$ cat config.mk
export PLATFORM = sky130hd
export DESIGN_NAME = mp3_clkdiv_song_rom_flat
export DESIGN_NICKNAME = d
export VERILOG_FILES = /design/src/rtl/mp3_clkdiv_song_rom_if.sv /design/src/rtl/mp3_clkdiv_song_rom.sv /design/src/flat_wrapper.sv
export SDC_FILE = /design/constraint.sdc
export NUM_CORES = 1
export LEC_CHECK = 0
export CAP_MARGIN = 0
export CORE_AREA = 10 10 56 58
export CTS_CLUSTER_SIZE = 10
export DETAILED_ROUTE_END_ITERATION = 7
export DIE_AREA = 0 0 66 68
export PLACE_DENSITY = 0.7
export SYNTH_ARGS = -nofsm -noshare
export SYNTH_HDL_FRONTEND = slang
export SYNTH_SLANG_ARGS = --single-unit
$ cat constraint.sdc
create_clock -name clk_div -period 1 [get_ports clk_div]
set_input_delay 0.15 -clock clk_div [delete_from_list [all_inputs] [get_ports clk_div]]
set_output_delay 0.15 -clock clk_div [all_outputs]
set_load 0.005 [all_outputs]
$ cat src/rtl/mp3_clkdiv_song_rom_if.sv
// ROM read bus between the MP3 streamer (master) and the song ROM (slave).
interface mp3_clkdiv_song_rom_if #(
    parameter int unsigned SONG_BITS  = 5,
    parameter int unsigned WORD_BITS  = 5,
    parameter int unsigned DATA_WIDTH = 16
);
    logic                  ena;
    logic [SONG_BITS-1:0]  current;
    logic [WORD_BITS-1:0]  addr;
    logic [DATA_WIDTH-1:0] douta;

    modport master (
        output ena,
        output current,
        output addr,
        input  douta
    );

    modport slave (
        input  ena,
        input  current,
        input  addr,
        output douta
    );
endinterface

$ cat src/rtl/mp3_clkdiv_song_rom.sv
// Clock divider (50% duty serial clock plus rise tick) and song-data ROM
// feeding the VS1003B MP3 serial streamer. The built-in ROM image is
// word[A] = A, so the contents are generated from the address.
module mp3_clkdiv_song_rom #(
    parameter int unsigned DIV_TIME   = 100,
    parameter int unsigned SONG_BITS  = 5,
    parameter int unsigned WORD_BITS  = 5,
    parameter int unsigned DATA_WIDTH = 16,
    parameter              INIT_FILE  = ""
) (
    input  logic                         clk_div,
    input  logic                         RST,
    output logic                         clk_out,
    output logic                         tick,
    mp3_clkdiv_song_rom_if.slave         rom
);
    localparam int unsigned HALF  = DIV_TIME / 2;
    localparam int unsigned CNT_W = (HALF > 1) ? $clog2(HALF) : 1;
    localparam int unsigned ADR_W = SONG_BITS + WORD_BITS;

    // Elaboration-time parameter checks.
    if (DIV_TIME < 2) begin : g_bad_div
        $error("mp3_clkdiv_song_rom: DIV_TIME must be at least 2");
    end
    if (INIT_FILE != "") begin : g_bad_image
        $error("mp3_clkdiv_song_rom: only the built-in ROM image is available");
    end

    logic [CNT_W-1:0]      cnt_q,     cnt_d;
    logic                  clk_out_q, clk_out_d;
    logic                  tick_q,    tick_d;
    logic [DATA_WIDTH-1:0] douta_q,   douta_d;
    logic [ADR_W-1:0]      rom_addr_c;
    logic                  wrap_c;

    // Song select and word index are concatenated, never added.
    assign rom_addr_c = {rom.current, rom.addr};
    assign wrap_c     = (cnt_q == CNT_W'(HALF - 1));

    // Divider next state: count to HALF-1, then wrap and toggle the output.
    always_comb begin
        cnt_d     = cnt_q + CNT_W'(1);
        clk_out_d = clk_out_q;
        tick_d    = 1'b0;
        if (wrap_c) begin
            cnt_d     = '0;
            clk_out_d = ~clk_out_q;
            tick_d    = ~clk_out_q;
        end
    end

    // ROM read: registered word on enable, hold otherwise.
    always_comb begin
        douta_d = douta_q;
        if (rom.ena) begin
            douta_d = DATA_WIDTH'(rom_addr_c);
        end
    end

    // State registers with synchronous active-low reset.
    always_ff @(posedge clk_div) begin
        if (!RST) begin
            cnt_q     <= '0;
            clk_out_q <= 1'b0;
            tick_q    <= 1'b0;
            douta_q   <= '0;
        end else begin
            cnt_q     <= cnt_d;
            clk_out_q <= clk_out_d;
            tick_q    <= tick_d;
            douta_q   <= douta_d;
        end
    end

    assign clk_out   = clk_out_q;
    assign tick      = tick_q;
    assign rom.douta = douta_q;
endmodule

$ cat src/flat_wrapper.sv
// flat-port wrapper written by rule: the top's interface ports become plain ports
module mp3_clkdiv_song_rom_flat 
#(
    parameter int unsigned DIV_TIME   = 100,
    parameter int unsigned SONG_BITS  = 5,
    parameter int unsigned WORD_BITS  = 5,
    parameter int unsigned DATA_WIDTH = 16,
    parameter              INIT_FILE  = ""
)
  (clk_div, RST, clk_out, tick, rom_ena, rom_current, rom_addr, rom_douta);
  mp3_clkdiv_song_rom_if #(.SONG_BITS(SONG_BITS), .WORD_BITS(WORD_BITS), .DATA_WIDTH(DATA_WIDTH)) rom_i ();
  input  logic clk_div;
  input  logic RST;
  output logic clk_out;
  output logic tick;
  input wire logic [$bits(rom_i.ena)-1:0] rom_ena;
  input wire logic [$bits(rom_i.current)-1:0] rom_current;
  input wire logic [$bits(rom_i.addr)-1:0] rom_addr;
  output wire logic [$bits(rom_i.douta)-1:0] rom_douta;
  assign rom_i.ena = rom_ena;
  assign rom_i.current = rom_current;
  assign rom_i.addr = rom_addr;
  assign rom_douta = rom_i.douta;
  mp3_clkdiv_song_rom #(.DIV_TIME(DIV_TIME), .SONG_BITS(SONG_BITS), .WORD_BITS(WORD_BITS), .DATA_WIDTH(DATA_WIDTH), .INIT_FILE(INIT_FILE)) u_core (.clk_div(clk_div), .RST(RST), .clk_out(clk_out), .tick(tick), .rom(rom_i));
endmodule
==> key figures, run 1 <==
Min path
  – Hold path start: rom_addr[4]
  – Hold path depth: 3
  – Worst hold path type: input pin to flop
  – Hold worst-path end: u_core.rom.douta[4]$_SDFFE_PN0P_

Setup path
  – Setup CP Type: flop to flop
  – CP top delay family: simple AND/OR/NAND/NOR gates
  – Startpoint types: flop
  – Worst path cell trace: nand4bb_4 > or2_1 > o21ai_1
  – Worst EP required: 1.23 ns
  – Reg2reg end: u_core.clk_out$_SDFFE_PN0N_
  – CP Data Arrival Time: 1.25 ns
  – Reg-to-reg setup timing slack: -0.02 ns
  – FF-to-FF Start: u_core.cnt_q[3]$_SDFF_PP0_
  – Worst Path Buf+Inv: 0
  – Crit path largest cell delay: 0.34 ns
  – Levels on crit path: 3
  – Worst Reg-to-Reg Cells: 3
  – CP Max Fanout: 3
  – CP max-delay cell: dfxtp_2
  – Crit end category: flop

Layout
  – Nets: 120
  – Antenna diodes: 0
  – Fillers: 187
  – Fin area: 1070 um^2
  – Fraction of layout cells with a size suffix above 1: 45.2%
  – Syn-to-layout area delta: 49.9%

Power
  – Worst vdd ir: 646 uV
  – Register share of total power: 54.9%
  – Total Power: 1.42 mW
  – Leak Pwr: 0.466 nW
  – Clock share of power: 31.3%
  – Cell-internal power: 1.09 mW
  – Switching power: 0.332 mW
  – Switching part of the total power: 23.4%
  – Combinational fraction of design power: 13.8%
  – Power Density: 1320 nW/um^2

Synth
  – Synth Area in Compound Gates: 4.36%
  – Syn. warnings: 0
  – Fraction of registers with async set/reset: 0%
  – Most used DFF post-synth: dfxtp_1
  – Adder-Cell Fraction of Synth Area: 3.49%
  – Yosys cell types: 22
  – Cell count after synthesis: 72
  – Simple-gate share of the synthesized area: 15.2%
  – Syn_area_per_cell: 9.96 um^2
  – Largest family of logic cells by synthesized area: simple AND/OR/NAND/NOR gates
  – Post-synthesis sequential area ratio: 50.3%
  – Mapped Area: 717 um^2
  – #FFs+latches synth: 18
  – Post-synth EDFFs: 0
  – Mux cell area share after synthesis: 14.0%
  – Xor and xnor area share after synthesis: 3.66%

Route
  – Via Count: 568
  – Remaining antenna violation count: 0
  – Vias per cell: 4.30
  – Number of remaining DRC errors: 0
  – Number of DRC markers in iteration 0: 8
  – WL/cell: 12.8 um
  – Detailed-route wire length: 1700 um
  – 1st-pass router iterations: 4

Timing
  – # setup viols final: 3
  – Hold WS: 0.469 ns
  – Worst Clk Skew: 0.00218 ns
  – Post-Route Setup TNS: -0.0296 ns
  – Period utilisation layout: 102%
  – Setup ws final: -0.0193 ns
  – Max Slew Vio Count: 0
  – Clock period minus worst slack: 1.02 ns
  – Fmax: 981 MHz
  – Final hold vios: 0
  – RSZ-0062 raised after global routing: yes

GRT
  – Gr busiest metal: met2
  – Initial antenna violation count: 0
  – Congestion Overflow GR: 0
  – Global-route wire length before repair: 2630 um
  – Met1 track demand over resource: 7.66%
  – M2 GR Usage: 12.8%
  – M3 GR Usage: 3.75%
  – Largest net degree at the start of global routing: 11
  – Total GRT Usage: 7.58%
  – Number of global-route vias before repair: 602

Clock tree
  – Max Root-Sink Buffers: 2
  – TritonCTS Sinks: 18
  – Clock Pin Slew Worst Setup and Hold Paths: 0.10 ns
  – Hold-fix buffers, CTS: 0
  – Clock Tree Root: clkbuf_4
  – Post CTS Setup Buffer Count: 0
  – Inserted Clock Buffers: 3
  – CTS tree: done
  – CTS H-tree lvls: 1
  – Worst skew pair latency: 0.29 ns

Floorplanning
  – CORE AREA: 2110 um^2
  – Die ar.: 4490 um^2
  – Die X: 66 um
  – Core Rows: 17
  – # IOs: 31
  – Die Y: 68 um
  – Initial Utilization: 34.0%

Outcome
  – Outcome: finished with violations
  – Failing checks: setup timing

Placement
  – GPL Wtd Cong: 0.675
  – Area after DPL: 1020 um^2
  – DP HPWL: 1320 um
  – Port Buffer Count: 24

Run
  – Max-Cap Viols: 0
==> Yosys cell counts, drive strengths merged (2+ instances only) <==
| cell | n | area, um^2 |
|---|---|---|
| buf | 7 | 50.0 |
| dfxtp | 18 | 360 |
| ha | 2 | 25.0 |
| inv | 2 | 7.51 |
| mux2i | 10 | 100 |
| nand3 | 2 | 15.0 |
| nor2 | 16 | 60.1 |
| o21ai | 3 | 15.0 |
| xor2 | 2 | 17.5 |
==> worst max path at each step <==
| stage | startpoint | endpoint | slack [ns] |
|---|---|---|---|
| after floorplan | u_core.cnt_q[2]$_SDFF_PP0_ | u_core.clk_out$_SDFFE_PN0N_ | 0.02 |
| after global placement | rom_ena | u_core.rom.douta[3]$_SDFFE_PN0P_ | -0.17 |
| after detailed placement | rom_ena | u_core.rom.douta[1]$_SDFFE_PN0P_ | -0.20 |
| after CTS | u_core.cnt_q[3]$_SDFF_PP0_ | u_core.clk_out$_SDFFE_PN0N_ | -0.04 |
| after global routing | u_core.cnt_q[3]$_SDFF_PP0_ | u_core.clk_out$_SDFFE_PN0N_ | -0.09 |
| final | u_core.cnt_q[3]$_SDFF_PP0_ | u_core.clk_out$_SDFFE_PN0N_ | -0.02 |
==> cell type report <==
class | instances | area [um^2] | share of cell area, %
tap | 28 | 35.0 | 3.26
sequential | 18 | 385 | 35.9
inverter | 3 | 11.3 | 1.05
clock buffer | 4 | 36.3 | 3.38
multi-input combinational | 49 | 369 | 34.3
timing repair buffer | 30 | 238 | 22.1
==> state kept, by name (all words and copies together), names as in the netlist <==
signal and flops:
u_core.clk_out 1, u_core.tick 1, u_core.rom.douta 10, u_core.cnt_q 6
==> placed cells by master (no fill, tap or decap), types with 2 or more instances in the layout <==
cell             instances
dfxtp_4                  2
inv_2                    2
clkbuf_4                 3
buf_2                    6
mux2i_1                 10
conb_1                   6
buf_4                    5
clkdlybuf4s50_1         12
clkbuf_2                 6
dfxtp_1                  2
dfxtp_2                 14
xor2_1                   2
o21ai_1                  2
nor2_1                  16
==> power by group through the flow <==
stage          sequential [mW]  clock [mW]  combinational (mW)
2_1_floorplan            0.791           0              0.0932
3_3_place_gp             0.789           0               0.201
3_5_place_dp             0.790           0               0.205
4_1_cts                  0.778       0.459               0.204
5_1_grt                  0.786       0.505               0.221
6_report                 0.781       0.444               0.196
==> repair_timing <==
item / CTS / global route
setup endpoints to repair: 20 / 19
pin swaps: 8 / 4
gates resized for setup: 51 / 19
endpoints found under the hold margin: 0 / 0
==> tightest hold or removal path, cell delays in order <==
cell,delay [ns]
clkdlybuf4s50_1,0.40
mux2i_1,0.13
nor2_1,0.05
==> cell families after synthesis <==
logic type / Yosys count
flip-flops: 18
multiplexers: 10
AND/OR/NAND/NOR: 23
XOR/XNOR: 3
buffers and inverters: 10
AO/OA/AOI/OAI: 5
adder cells (fa/ha/maj): 2
other: 1
==> metrics by stage <==
step	utilization [%]	worst slack [ns]	instances
5_1_grt	51.0	-0.0857	132
2_1_floorplan	-	0.0209	77
6_report	51.0	-0.0193	132
3_5_place_dp	48.7	-0.195	128
3_3_place_gp	48.7	-0.173	128
4_1_cts	52.6	-0.0368	132
==> metal layers <==
layer / vias up / wire length, um / part of all wire (%)
li1: 287 / - / -
met1: 254 / 736 / 43
met2: 27 / 759 / 45
met3: 0 / 199 / 12
met4: 0 / 0 / 0
met5: - / 0 / 0
(Power assumes the default switching activity.)
==> run 2: changes to the inputs <==
- HOLD_SLACK_MARGIN: default -> 0.03
- MAX_ROUTING_LAYER: default -> met4
==> run 2 against run 1 <==
Effect of this change:
- the flow still finishes with violations (setup timing)
- hold slack better by 0.0047 ns
- critical path depth unchanged
- utilization stayed put
- sequential share of layout area is the same
- first-iteration DRC count down 25%
- clock skew fell by 0.00060 ns
- register-to-register slack about the same
- combinational power is essentially flat
- non-clock buffer count unchanged
- clock-buffer cell count did not move
- final cell count did not move
- critical path type unchanged
- largest power group unchanged
==> key figures, run 2 (synthesis results as in run 1) <==
Clock tree
  – Worst skew pair latency: 0.29 ns
  – Post CTS Setup Buffer Count: 0
  – Inserted Clock Buffers: 3
  – Max Root-Sink Buffers: 2
  – Clock Pin Slew Worst Setup and Hold Paths: 0.10 ns
  – CTS H-tree lvls: 1
  – CTS tree: done
  – Clock Tree Root: clkbuf_4
  – TritonCTS Sinks: 18

Power
  – Register share of total power: 55.2%
  – Switching part of the total power: 23.1%
  – Leak Pwr: 0.466 nW
  – Cell-internal power: 1.09 mW
  – Power Density: 1320 nW/um^2
  – Switching power: 0.326 mW
  – Worst vdd ir: 634 uV
  – Clock share of power: 31.0%
  – Combinational fraction of design power: 13.8%

Min path
  – Worst hold path type: input pin to flop
  – Hold path start: rom_addr[4]
  – Hold worst-path end: u_core.rom.douta[4]$_SDFFE_PN0P_
  – Hold path depth: 3

Route
  – Detailed-route wire length: 1690 um
  – WL/cell: 12.8 um
  – Via Count: 567
  – Number of remaining DRC errors: 0
  – Remaining antenna violation count: 0
  – 1st-pass router iterations: 4
  – Vias per cell: 4.30
  – Number of DRC markers in iteration 0: 6

Timing
  – Max Slew Vio Count: 0
  – Fmax: 978 MHz
  – Period utilisation layout: 102%
  – RSZ-0062 raised after global routing: yes
  – Setup ws final: -0.0223 ns
  – Clock period minus worst slack: 1.02 ns
  – Final hold vios: 0
  – Post-Route Setup TNS: -0.0363 ns
  – Worst Clk Skew: 0.00157 ns
  – # setup viols final: 2
  – Hold WS: 0.473 ns

Floorplanning
  – # IOs: 31
  – Die ar.: 4490 um^2
  – Die X: 66 um
  – Initial Utilization: 34.0%
  – CORE AREA: 2110 um^2
  – Core Rows: 17
  – Die Y: 68 um

Setup path
  – Reg2reg end: u_core.clk_out$_SDFFE_PN0N_
  – Worst EP required: 1.22 ns
  – Worst Reg-to-Reg Cells: 3
  – FF-to-FF Start: u_core.cnt_q[3]$_SDFF_PP0_
  – Setup CP Type: flop to flop
  – Reg-to-reg setup timing slack: -0.02 ns
  – Crit end category: flop
  – CP Max Fanout: 3
  – CP Data Arrival Time: 1.24 ns
  – Startpoint types: flop

GRT
  – Largest net degree at the start of global routing: 11
  – Congestion Overflow GR: 0
  – Global-route wire length before repair: 2640 um
  – Number of global-route vias before repair: 603
  – Total GRT Usage: 7.81%
  – Initial antenna violation count: 0

Placement
  – Place WS: -0.195 ns
  – DP HPWL: 1320 um
  – GPL Wtd Cong: 0.682
  – Area after DPL: 1020 um^2
  – Port Buffer Count: 24

Outcome
  – Outcome: finished with violations
  – Failing checks: setup timing

Layout
  – Flip-flop count of the largest register after layout: 10
  – Commonest non-fill, non-tap cell in the layout: nor2_1
  – Fraction of layout cells with a size suffix above 1: 45.2%
  – Nets: 120
  – Fillers: 187
  – Antenna diodes: 0
  – Fin area: 1070 um^2
  – Commonest non-fill, non-tap cells in the layout: 16 x nor2_1, 14 x dfxtp_2, 12 x clkdlybuf4s50_1
  – Syn-to-layout area delta: 49.9%
  – Core Util, Final: 51.0%

Run
  – Max-Cap Viols: 0
-- run 2: cell counts in the layout (fill, tap and decap cells not counted) --
No cell type changed its count.
-- run 2: per-stage QoR --
stage          total power [mW]  instances
3_5_place_dp              0.995        128
4_1_cts                    1.44        132
2_1_floorplan             0.884         77
5_1_grt                    1.51        132
3_3_place_gp              0.990        128
6_report                   1.42        132
-- run 2: how the worst max path moves through the flow --
stage / slack [ns] / cells past startpoint / from / endpoint
floorplan: 0.02 / 3 / u_core.cnt_q[2]$_SDFF_PP0_ / u_core.clk_out$_SDFFE_PN0N_
global placement: -0.17 / 4 / rom_ena / u_core.rom.douta[3]$_SDFFE_PN0P_
detailed placement: -0.20 / 4 / rom_ena / u_core.rom.douta[1]$_SDFFE_PN0P_
CTS: -0.04 / 3 / u_core.cnt_q[3]$_SDFF_PP0_ / u_core.clk_out$_SDFFE_PN0N_
global route: -0.09 / 3 / u_core.cnt_q[3]$_SDFF_PP0_ / u_core.clk_out$_SDFFE_PN0N_
finish: -0.02 / 3 / u_core.cnt_q[3]$_SDFF_PP0_ / u_core.clk_out$_SDFFE_PN0N_
-- run 2: repair_timing --
action,4_1_cts,5_1_grt
hold buffers,0,0
pin swaps,8,4
setup endpoints to repair,20,19
hold endpoints to repair,0,0
gates resized for setup,51,19
-- run 2: cell type report --
cell class                 count  area (um^2)  share of cell area (%)
multi-input combinational     49          369                    34.3
sequential                    18          385                    35.9
tap                           28         35.0                    3.26
clock buffer                   4         36.3                    3.38
inverter                       3         11.3                    1.05
timing repair buffer          30          238                    22.1
-- run 2: power by group through the flow --
stage,combinational (mW),clock [mW],sequential [mW]
6_report,0.196,0.439,0.781
5_1_grt,0.221,0.505,0.786
4_1_cts,0.204,0.459,0.778
3_5_place_dp,0.205,0,0.790
3_3_place_gp,0.201,0,0.789
2_1_floorplan,0.0932,0,0.791
-- run 2: critical path, stage by stage, from the launching register on --
cell and delay (ns):
dfxtp_2 0.34, nand4bb_4 0.24, or2_1 0.25, o21ai_1 0.13
-- run 2: routing by layer --
metal	up-vias	GRT usage (%)	part of all wire [%]
li1	286	-	-
met2	27	12.8	45
met4	0	3.93	0
met3	0	3.75	12
met1	254	7.66	43
met5	-	-	0
==> run 3: changes to the inputs <==
- SETUP_SLACK_MARGIN: default -> 0.15
==> run 3 against run 2 <==
Effect of this change:
- the run still ends with setup timing left
- power shrank 4.7%
- fmax rose by 1.7%
- hold slack lost 0.045 ns
- critical path depth unchanged
- via count unchanged
- die area did not move
- critical path type unchanged
==> key figures, run 3 (synthesis results as in run 1) <==
Placement
  – Place WS: -0.184 ns
  – GPL Wtd Cong: 0.690
  – Port Buffer Count: 24
  – DP HPWL: 1310 um

Route
  – 1st-pass router iterations: 3
  – WL/cell: 12.6 um
  – Remaining antenna violation count: 0
  – Number of remaining DRC errors: 0
  – Via Count: 567
  – Vias per cell: 4.26
  – Detailed-route wire length: 1680 um
  – Number of DRC markers in iteration 0: 10

Power
  – Worst vdd ir: 626 uV
  – Power Density: 1200 nW/um^2
  – Leak Pwr: 0.484 nW

Clock tree
  – Clock Tree Root: clkbuf_4
  – TritonCTS Sinks: 18
  – Max Root-Sink Buffers: 2
  – Clock Pin Slew Worst Setup and Hold Paths: 0.09 ns
  – Inserted Clock Buffers: 3
  – Hold-fix buffers, CTS: 0
  – CTS H-tree lvls: 1
  – CTS tree: done
  – Worst skew pair latency: 0.28 ns

Floorplanning
  – Die X: 66 um
  – CORE AREA: 2110 um^2
  – Initial Utilization: 34.0%
  – Die Y: 68 um
  – # IOs: 31
  – Die ar.: 4490 um^2
  – Core Rows: 17

Setup path
  – Worst EP required: 1.21 ns
  – Crit end category: flop
  – CP Data Arrival Time: 1.22 ns
  – Startpoint types: flop
  – Setup CP Type: flop to flop
  – CP Max Fanout: 3

Layout
  – Antenna diodes: 0
  – Syn-to-layout area delta: 56.4%
  – Commonest non-fill, non-tap cell in the layout: nor2_1
  – Flip-flop count of the largest register after layout: 10
  – Commonest non-fill, non-tap cells in the layout: 16 x nor2_1, 14 x dfxtp_2, 12 x buf_6
  – Nets: 122
  – Fraction of layout cells with a size suffix above 1: 44.8%

GRT
  – Global-route wire length before repair: 2590 um
  – Total GRT Usage: 7.40%
  – Number of global-route vias before repair: 558
  – Largest net degree at the start of global routing: 11
  – Initial antenna violation count: 0
  – Congestion Overflow GR: 0

Outcome
  – Outcome: finished with violations
  – Failing checks: setup timing

Timing
  – Post-Route Setup TNS: -0.00730 ns
  – Clock period minus worst slack: 1.01 ns
  – # setup viols final: 2
  – Fmax: 995 MHz
  – Final hold vios: 0
  – RSZ-0062 raised after global routing: yes
  – Period utilisation layout: 101%
  – Worst Clk Skew: 0.000281 ns
  – Setup ws final: -0.00533 ns
  – Max Slew Vio Count: 0

Min path
  – Worst hold path type: input pin to flop

Run
  – Max-Cap Viols: 0
==> run 3: timing repair <==
| item | in CTS | in global routing |
|---|---|---|
| resized for setup | 71 | 11 |
| endpoints found under the setup margin | 27 | 20 |
| pin swaps | 4 | 3 |
| buffers inserted | 1 | 2 |
==> run 3: metal layers <==
metal | track usage (%) | wire (um)
met5 | - | 0
met1 | 7.97 | 725
met3 | 3.10 | 140
met2 | 12.2 | 816
met4 | 2.36 | 0
==> run 3: cell type report <==
cell class | instances | area (um^2)
clock buffer | 3 | 22.5
fill | 200 | 985
inverter | 3 | 12.5
multi-input combinational | 49 | 354
sequential | 18 | 385
tap | 28 | 35.0
timing repair buffer | 32 | 312
==> run 3: final timing paths <==
check        slack [ns]                               end  cells after the start                        from
max reg2reg      -0.005       u_core.clk_out$_SDFFE_PN0N_                      3  u_core.cnt_q[3]$_SDFF_PP0_
min reg2reg        0.46        u_core.cnt_q[0]$_SDFF_PP0_                      1  u_core.cnt_q[0]$_SDFF_PP0_
max              -0.005       u_core.clk_out$_SDFFE_PN0N_                      3  u_core.cnt_q[3]$_SDFF_PP0_
min                0.43  u_core.rom.douta[7]$_SDFFE_PN0P_                      4                     rom_ena
==> run 3: stage by stage <==
stage	instance area (um^2)	hold slack, ns	total power, mW	utilization (%)	std cells
5_1_grt	1120	0.452	1.43	53.2	133
3_3_place_gp	1020	0.432	0.987	48.6	127
6_report	1120	0.428	1.35	53.2	133
2_1_floorplan	761	0.297	0.886	-	77
4_1_cts	1050	0.412	1.34	50.0	131
3_5_place_dp	1020	0.441	0.994	48.6	127
==> run 3: worst max-delay path, stage by stage (launching register included) <==
cell       delay (ns)
dfxtp_2          0.34
nand4bb_4        0.25
or2_1            0.24
o21ai_1          0.12
==> run 3: report_power, final <==
| group | internal [mW] | leakage, nW | switching [mW] | total [mW] |
|---|---|---|---|---|
| logic | 0.144 | 0.316 | 0.0845 | 0.229 |
| clock network | 0.139 | 0.0138 | 0.198 | 0.337 |
| registers | 0.754 | 0.154 | 0.0282 | 0.782 |
